### src/rtl/i2c_slave_ctrl.sv
// Control FSM for a read-only I2C slave: address check, ACK/NACK timing,
// TX byte sequencing and master-ACK sampling. Drives the SDA output mode select.
module i2c_slave_ctrl #(
  parameter logic [6:0] SLAVE_ADDR = 7'b1111000
) (
  input  logic       clk,
  input  logic       rst,
  input  logic       start_found,
  input  logic       stop_found,
  input  logic       rising_edge_found,
  input  logic       falling_edge_found,
  input  logic       sda_in,
  input  logic [7:0] rx_data,
  input  logic       fifo_empty,
  output logic       rx_enable,
  output logic       tx_enable,
  output logic       load_data,
  output logic       read_enable,
  output logic [1:0] sda_mode,
  output logic       busy
);

  typedef enum logic [3:0] {
    StIdle,
    StAddr,
    StAddrChk,
    StAckWait,
    StAckDrive,
    StNackWait,
    StNackDrive,
    StLoad,
    StTx,
    StMack,
    StMackHold,
    StWaitStop
  } state_e;

  localparam logic [1:0] ModeRelease = 2'b00;
  localparam logic [1:0] ModeAck     = 2'b01;
  localparam logic [1:0] ModeNack    = 2'b10;
  localparam logic [1:0] ModeTx      = 2'b11;

  state_e     state_q;
  logic [3:0] count_q;
  logic       addr_ok;
  logic       stop_ovr;
  logic       override;

  assign addr_ok  = (rx_data[7:1] == SLAVE_ADDR) && rx_data[0] && !fifo_empty;
  assign stop_ovr = stop_found && (state_q != StIdle);
  // Any cycle where reset, START or an effective STOP fires suppresses all strobes.
  assign override = rst || start_found || stop_ovr;

  always_ff @(posedge clk) begin
    if (rst) begin
      state_q <= StIdle;
      count_q <= 4'd0;
    end else if (start_found) begin
      state_q <= StAddr;
      count_q <= 4'd0;
    end else if (stop_ovr) begin
      state_q <= StIdle;
    end else begin
      case (state_q)
        StAddr: begin
          if (rising_edge_found) begin
            count_q <= count_q + 4'd1;
            if (count_q == 4'd7) state_q <= StAddrChk;
          end
        end
        StAddrChk:   state_q <= addr_ok ? StAckWait : StNackWait;
        StAckWait:   if (falling_edge_found) state_q <= StAckDrive;
        StAckDrive:  if (falling_edge_found) state_q <= StLoad;
        StNackWait:  if (falling_edge_found) state_q <= StNackDrive;
        StNackDrive: if (falling_edge_found) state_q <= StWaitStop;
        StLoad: begin
          state_q <= StTx;
          count_q <= 4'd0;
        end
        StTx: begin
          if (falling_edge_found) begin
            if (count_q < 4'd7) count_q <= count_q + 4'd1;
            else                state_q <= StMack;
          end
        end
        StMack: begin
          if (rising_edge_found) state_q <= sda_in ? StWaitStop : StMackHold;
        end
        StMackHold: begin
          if (falling_edge_found) state_q <= fifo_empty ? StWaitStop : StLoad;
        end
        default: state_q <= state_q;
      endcase
    end
  end

  always_comb begin
    rx_enable   = 1'b0;
    tx_enable   = 1'b0;
    load_data   = 1'b0;
    read_enable = 1'b0;
    sda_mode    = ModeRelease;
    busy        = 1'b0;
    if (!rst) begin
      busy = (state_q != StIdle);
      case (state_q)
        StAckDrive:  sda_mode = ModeAck;
        StNackDrive: sda_mode = ModeNack;
        StLoad,
        StTx:        sda_mode = ModeTx;
        default:     sda_mode = ModeRelease;
      endcase
    end
    if (!override) begin
      rx_enable   = (state_q == StAddr) && rising_edge_found;
      tx_enable   = (state_q == StTx) && falling_edge_found && (count_q < 4'd7);
      load_data   = (state_q == StLoad);
      read_enable = (state_q == StLoad);
    end
  end

endmodule

### config.mk
export PLATFORM = sky130hd
export DESIGN_NAME = i2c_slave_ctrl
export DESIGN_NICKNAME = d
export VERILOG_FILES = /design/src/rtl/i2c_slave_ctrl.sv
export SDC_FILE = /design/constraint.sdc
export NUM_CORES = 1
export LEC_CHECK = 0
export ABC_AREA = 0
export CORE_UTILIZATION = 48
export CTS_BUF_LIST = sky130_fd_sc_hd__clkbuf_4 sky130_fd_sc_hd__clkbuf_8 sky130_fd_sc_hd__clkbuf_16
export DETAILED_ROUTE_END_ITERATION = 8
export PLACE_DENSITY = 0.93
export RECOVER_POWER = 25
export SLEW_MARGIN = 20
export SYNTH_ARGS = -nofsm -noshare
export SYNTH_HDL_FRONTEND = slang
export SYNTH_SLANG_ARGS = --single-unit
### constraint.sdc
create_clock -name clk -period 2.71 [get_ports clk]
set_input_delay 0.542 -clock clk [delete_from_list [all_inputs] [get_ports clk]]
set_output_delay 0.542 -clock clk [all_outputs]
set_load 0.05 [all_outputs]
## After elaboration in Yosys (flattened, before gate mapping)

Cells that the tools add are included.
W data, S select, Z words.

- Word-level logic and storage cells: 84
- Bits in registers: 8
- Output and inout port bits: 7
- Bits of input ports: 16

- Reductions and logical operators: 19
- Order comparisons: 1
- Muxes and demuxes: 26
- Equality and inequality tests: 33
- $add $sub $neg: 1
- Bitwise logic cells: 1

Operators by type and width:

| kind | number |
|---|---|
| $mux W4 | 14 |
| $ne A4 B4 Y1 const B | 10 |
| $pmux W4 S10 | 1 |
| $ne A2 B2 Y1 const B | 11 |
| $reduce_and A11 Y1 | 2 |
| $eq A4 B3 Y1 const B | 5 |
| $eq A4 B4 Y1 const B | 3 |
| $pmux W4 S3 | 1 |
| $reduce_bool A12 Y1 | 1 |
| $reduce_bool A10 Y1 | 1 |
| $eq A4 B2 Y1 const B | 2 |
| $eq A7 B7 Y1 const B | 1 |
| $mux W1 | 7 |
| $logic_and A1 B1 Y1 | 6 |
| $pmux W2 S3 | 1 |
| $reduce_and A5 Y1 | 1 |
| $add A4 B1 Y4 const B | 1 |
| $eq A4 B1 Y1 const B | 1 |
| $lt A4 B3 Y1 const B | 1 |
| $reduce_bool A4 Y1 | 1 |
| $reduce_or A2 Y1 | 2 |
| $mux W3 | 1 |
| $reduce_bool A3 Y1 | 1 |
| $reduce_or A3 Y1 | 1 |
| other kinds (4) | 5 |

## Logic depth before layout (Yosys ltp)

Gate-level depths: netlist (run 1).

- Depth after elaboration: 7
- Depth in mapped cells: 7
- Depth with buffers taken out: 6

## Worst setup path after synthesis (run 1)

Ideal clock, no wire load.

- Path kind: reg2out
- Start: register state_q[1]
- End: output rx_enable
- Path slack: -168 ps
- Data required time: 2168 ps
- Arrival: 2336 ps
- Cell stages (with the launch flop): 7
- Cells stage by stage: dfxtp_1 buf_6 clkbuf_1 or4_1 nand2_1 nand2_1 nor3_1

- Word-level cells in the longest chain between the ends: 4
- Elaborated cells between the ends (all ways): 6
- Classes of those cells: eq/ne: 1; mux: 1; reduce/logical: 4

RTL lines:

| item | RTL line | text |
|---|---|---|
| start: declaration | 43 | `state_e state_q;` |
| start signal: assignment | 56 | `state_q <= StIdle;` |
| start signal: assignment | 59 | `state_q <= StAddr;` |
| start signal: assignment | 62 | `state_q <= StIdle;` |
| $reduce_bool A4 Y1 | 50 | `assign stop_ovr = stop_found && (state_q != StIdle);` |
| $logic_and A1 B1 Y1 | 50 |  |
| $logic_or A1 B1 Y1 | 52 | `assign override = rst \|\| start_found \|\| stop_ovr;` |
| $mux W1 (*) | 114 | `if (!override) begin` |
| end: declaration | 15 | `output logic rx_enable,` |

Mark *: on every way between the ends. The rest lies on a longest branch, timed or not.

## Worst setup path after layout (run 1)

- Start: register state_q[0]
- End: output read_enable

- Word-level cells in the longest chain between the ends: 4
- Elaborated cells between the ends (all ways): 5
- Classes of those cells: eq/ne: 1; mux: 1; reduce/logical: 3

RTL lines:

| item | RTL line | text |
|---|---|---|
| $reduce_bool A4 Y1 | 50 |  |
| $logic_and A1 B1 Y1 | 50 |  |
| $logic_or A1 B1 Y1 | 52 |  |
| $mux W1 (*) | 114 |  |
| end: declaration | 18 | `output logic read_enable,` |

Marked as above.

==> metrics.cfg, run 1 <==
[yosys]
syn_area_per_cell_um2=7.30
ys_top_cells_by_area=dfxtp_1 22%, a21oi_1 7.5%, nor2_1 6.1%
syn_inst=101
yosysMostFrequentCell=nor2_1
synthDistinctLibCells=44
synth-main-ff-cell=dfxtp_1
synth_seq_cells=8
yosysWarningCount=0
yosysSeqAreaShare=0.217
synth_common_cells=12 x nor2_1, 11 x a21oi_1, 8 x dfxtp_1
synth_largest_area_cell=dfxtp_1
syn-num-nets=118
yosysTopAreaCellShare=0.217
synth_edf_count=0
synthArstFlopShare=0
synth_area_um2=737

[cts]
cts_root_buf=clkbuf_4
clk_latency_ps=260
holdBufCountCts=0
cts_tree=yes
cts_buffer_depth=2
htree_levels=1
post_cts_buffers=0
cts_num_sinks=8
cts_buffers=3
clk_pin_slew_ps=60
cts.repair.resized=0

[routing]
num_vias=849
drt_iter0_drc=38
ant_nets=0
wire_per_inst_um=14.7
finalWirelength_mm=2.03
via_per_inst=6.15
first_pass_iters=4
drc=0

[power]
total_power_uw=292
leakage_uw=0.000373
vdd_drop_max_uv=183
power_density_nw_per_um2=287

[critical_path]
crit_path_frequent_cell=nand2_1
crit_type=reg -> out
crit_arrival_ps=2090
cp.required_ps=2170
worstSetupEndpointType=output pin
slowest_stage=or4_1
start_kind=flip-flop
cpLargestDelayFamily=simple AND/OR/NAND/NOR gates
critical_path.max_stage_delay_ps=640
cp_cell_sequence=or4_1, nand2_1, nand2_1, nor2_2, buf_12
cp_num_buf_inv=1
cp_max_fo=12

[layout]
syn2layout_area_growth_pct=38.0
nets=142
fillCellCount=99
stdcell_count=138
final_layout_size_suffix_gt1_frac=0.163
multiInputGateArea_um2=533
regArea_um2=160
n_antenna_cell=0

[global_routing]
grt_pass1_vias=732
grt_start_max_net_pins=14
grt_overflow=0
antenna_found_initial=0
grt_pass1_wl_mm=3.24
grt.total_usage=0.298

[sta]
finClkSkew_ps=8.79
worstMarginPinSlew_ps=394
slew_headroom=0.737
finalCriticalPeriod_ps=2640
max_freq_mhz=379
drv_slew=0
fin_crit_sh=0.972
rsz0062_at_grt=false
timing.hold.ws_ps=525
layout_setup_ws_ps=74.6
finalSetupViolations=0
hold_viol_final=0
fin_setup_tns_ps=0

[floorplanning]
ios=23
die_h_um=41.2
row_count=13
dieArea_um2=1700
fp.coreArea_um2=1370
die_w_um=41.2
start_util=0.539

[placed_design]
portBuffers=22
place_inst=135
dp_slack_ps=243
place.gp.congestion=0.796
hpwl_mm=1.61

[outcome]
status=finished, final reports clean

[hold_path]
hold_class=reg -> reg

[run]
max-cap-violations=0

==> metal layers <==
layer | global-route usage | up-vias | share of wire
met5 | 0 | - | 0
met4 | 0.137 | 0 | 0.018
met3 | 0.109 | 6 | 0.086
met2 | 0.477 | 46 | 0.51
met1 | 0.350 | 381 | 0.39
li1 | - | 416 | -
==> final cells by class <==
class                   count  area share
inverters                   2     0.00738
flip-flops and latches      8       0.157
clock buffers               3      0.0221
repair buffers             25       0.271
well taps                  15      0.0185
multi-input cells          85       0.524
==> layout by cell type (no fill, tap or decap), drive strengths merged, types with 3 or more instances in the layout <==
| cell type | netlist | layout |
|---|---|---|
| or3 | 3 | 3 |
| dfxtp | 8 | 8 |
| xor2 | 3 | 3 |
| clkbuf | 1 | 3 |
| a21oi | 11 | 11 |
| nand2 | 7 | 7 |
| nand2b | 5 | 5 |
| nor3 | 5 | 5 |
| buf | 5 | 10 |
| o21ai | 8 | 8 |
| nor2 | 13 | 13 |
| clkdlybuf4s50 | 0 | 14 |
==> worst register-to-register path: cells and delay by family, from the launching register on <==
| family | cells | cell delay, ps |
|---|---|---|
| compound gates | 3 | 540 |
| buf+inv | 1 | 220 |
| flops | 1 | 530 |
| simple gates | 2 | 690 |
==> per-stage QoR <==
step                      cell area [um2]   util
after global routing                 1020  0.745
after detailed placement              998  0.731
final                                1020  0.745
after CTS                            1020  0.747
after global placement                998  0.731
after floorplan                       744      -
==> kinds of logic after synthesis <==
| logic type | count (synthesis) | synth area share |
|---|---|---|
| compound gates | 32 | 0.289 |
| xor+xnor | 3 | 0.0357 |
| fa+ha+maj | 1 | 0.0170 |
| buf+inv | 8 | 0.0645 |
| flops | 8 | 0.217 |
| simple gates | 49 | 0.377 |
==> final timing paths <==
kind	startpoint	end	slack (ps)	cells after the start
hold / removal	count_q[1]	count_q[1]	520	2
setup reg to reg	state_q[1]	state_q[1]	650	6
hold reg to reg	count_q[1]	count_q[1]	520	2
setup / recovery	state_q[0]	read_enable	70	5
==> sequential cells by signal, summed over array words and instances (netlist names) <==
name / cells
count_q: 4
state_q: 4
==> where the power goes <==
| group | switching [uW] | internal [uW] | leakage, uW |
|---|---|---|---|
| logic | 35.9 | 37.5 | 0.000294 |
| clock network | 42.8 | 50.8 | 0.0000138 |
| registers | 5.51 | 120 | 0.0000648 |
Note: power is estimated with default switching activity, not from simulation.
==> inputs of run 2 (changes only) <==
==> constraint.sdc (replaced) <==
create_clock -name clk -period 2.71 [get_ports clk]
set_input_delay 0.4065 -clock clk [delete_from_list [all_inputs] [get_ports clk]]
set_output_delay 0.4065 -clock clk [all_outputs]
set_load 0.05 [all_outputs]
==> metrics.cfg, run 2 (synthesized netlist as in run 1, its figures left out) <==
[outcome]
status=finished, final reports clean

[global_routing]
use_met3=0.0924
use_met2=0.465
gr-max-usage-layer=met2
grt_pass1_vias=786
grt_pass1_wl_mm=3.27
gr-usage-met1=0.373
antenna_found_initial=0
grt_overflow=0
grt_start_max_net_pins=13
grt.total_usage=0.294

[power]
power_density_nw_per_um2=291
vdd_drop_max_uv=221
leakage_uw=0.000386

[layout]
multiInputGateArea_um2=534
final_layout_size_suffix_gt1_frac=0.138
fin_util=0.748
regArea_um2=160
mostFrequentLayoutCell=clkdlybuf4s50_1
nets=142
n_antenna_cell=0
fillCellCount=103
syn2layout_area_growth_pct=38.7
reg_top3=count_q (4), state_q (4)
final_cell_mix=16 x clkdlybuf4s50_1, 12 x nor2_1, 11 x a21oi_1, 8 x dfxtp_1, 7 x nand2_1

[floorplanning]
row_count=13
die_w_um=41.2
ios=23
dieArea_um2=1700
die_h_um=41.2
start_util=0.539
fp.coreArea_um2=1370

[hold_path]
hold_class=reg -> reg

[critical_path]
start_kind=flip-flop
cp.required_ps=2300
crit_type=reg -> out
cp_max_fo=12
worstSetupEndpointType=output pin
crit_arrival_ps=2180

[routing]
finalWirelength_mm=1.95
drc=0
first_pass_iters=4
drt_iter0_drc=52
ant_nets=0
via_per_inst=5.99
wire_per_inst_um=14.1
num_vias=827

[sta]
fin_crit_sh=0.955
drv_slew=0
rsz0062_at_grt=false
max_freq_mhz=386
worstMarginPinSlew_ps=507
finalCriticalPeriod_ps=2590
finClkSkew_ps=9.13
finalSetupViolations=0
hold_viol_final=0
fin_setup_tns_ps=0
slew_headroom=0.661

[placed_design]
place.gp.congestion=0.942
portBuffers=22
hpwl_mm=1.47

[cts]
holdBufCountCts=0
clk_pin_slew_ps=60
cts_buffers=3
cts_num_sinks=8
cts_root_buf=clkbuf_4
cts_buffer_depth=2
htree_levels=1
clk_latency_ps=270
cts_tree=yes

[run]
max-cap-violations=0

## run 2: worst max-delay path, stage by stage, from the launching register on
cell,delay (ps)
dfxtp_1,430
or4_1,620
nor2b_1,160
clkdlybuf4s50_1,700
## run 2: layout make-up
class | instances | area share
clock buffer | 3 | 0.0220
inverter | 2 | 0.00734
multi-input combinational | 85 | 0.523
sequential | 8 | 0.157
tap | 15 | 0.0184
timing repair buffer | 25 | 0.273
## run 2: path summary, 6_finish.rpt
check,startpoint,end,slack [ps],cells past startpoint
max reg2reg,state_q[1],state_q[1],570,6
min,count_q[1],count_q[1],470,2
min reg2reg,count_q[1],count_q[1],470,2
max,state_q[0],busy,120,3
## run 2: timing repair
action | 4_1_cts | 5_1_grt
buffers inserted | 0 | 0
gates resized for setup | 0 | 1
setup endpoints to repair | 0 | 1
## run 2: routing by layer
| metal | routed length [um] | part of all wire | vias to the layer above |
|---|---|---|---|
| li1 | - | - | 419 |
| met3 | 169 | 0.087 | 6 |
| met4 | 14 | 0.0072 | 0 |
| met5 | 0 | 0 | - |
| met1 | 858 | 0.44 | 358 |
| met2 | 909 | 0.47 | 44 |
## run 2: power breakdown
group / switching, uW / internal [uW] / leakage, uW
registers: 5.44 / 120 / 0.0000648
clock network: 48.3 / 51.2 / 0.0000138
logic: 35.1 / 37.6 / 0.000308
total: 88.8 / 209 / 0.000386
## run 2: stage by stage
step | total power [uW] | hold WS [ps] | worst slack [ps] | cells | area [um2]
floorplan | 165 | 443 | 29.7 | 101 | 742
global placement | 198 | 459 | 370 | 135 | 1000
detailed placement | 199 | 469 | 315 | 135 | 1000
CTS | 297 | 477 | 14.4 | 138 | 1020
global route | 311 | 497 | 36.3 | 138 | 1020
finish | 297 | 473 | 121 | 138 | 1020
==> inputs of run 3 (changes only) <==
--- a/config.mk
+++ b/config.mk
@@ -11,6 +11,7 @@
 export DETAILED_ROUTE_END_ITERATION = 8
 export PLACE_DENSITY = 0.93
 export RECOVER_POWER = 25
+export SKIP_LAST_GASP = 1
 export SLEW_MARGIN = 20
 export SYNTH_ARGS = -nofsm -noshare
 export SYNTH_HDL_FRONTEND = slang
==> results of run 3 <==
The final DEF is identical to that of run 2; final timing and power are the same.
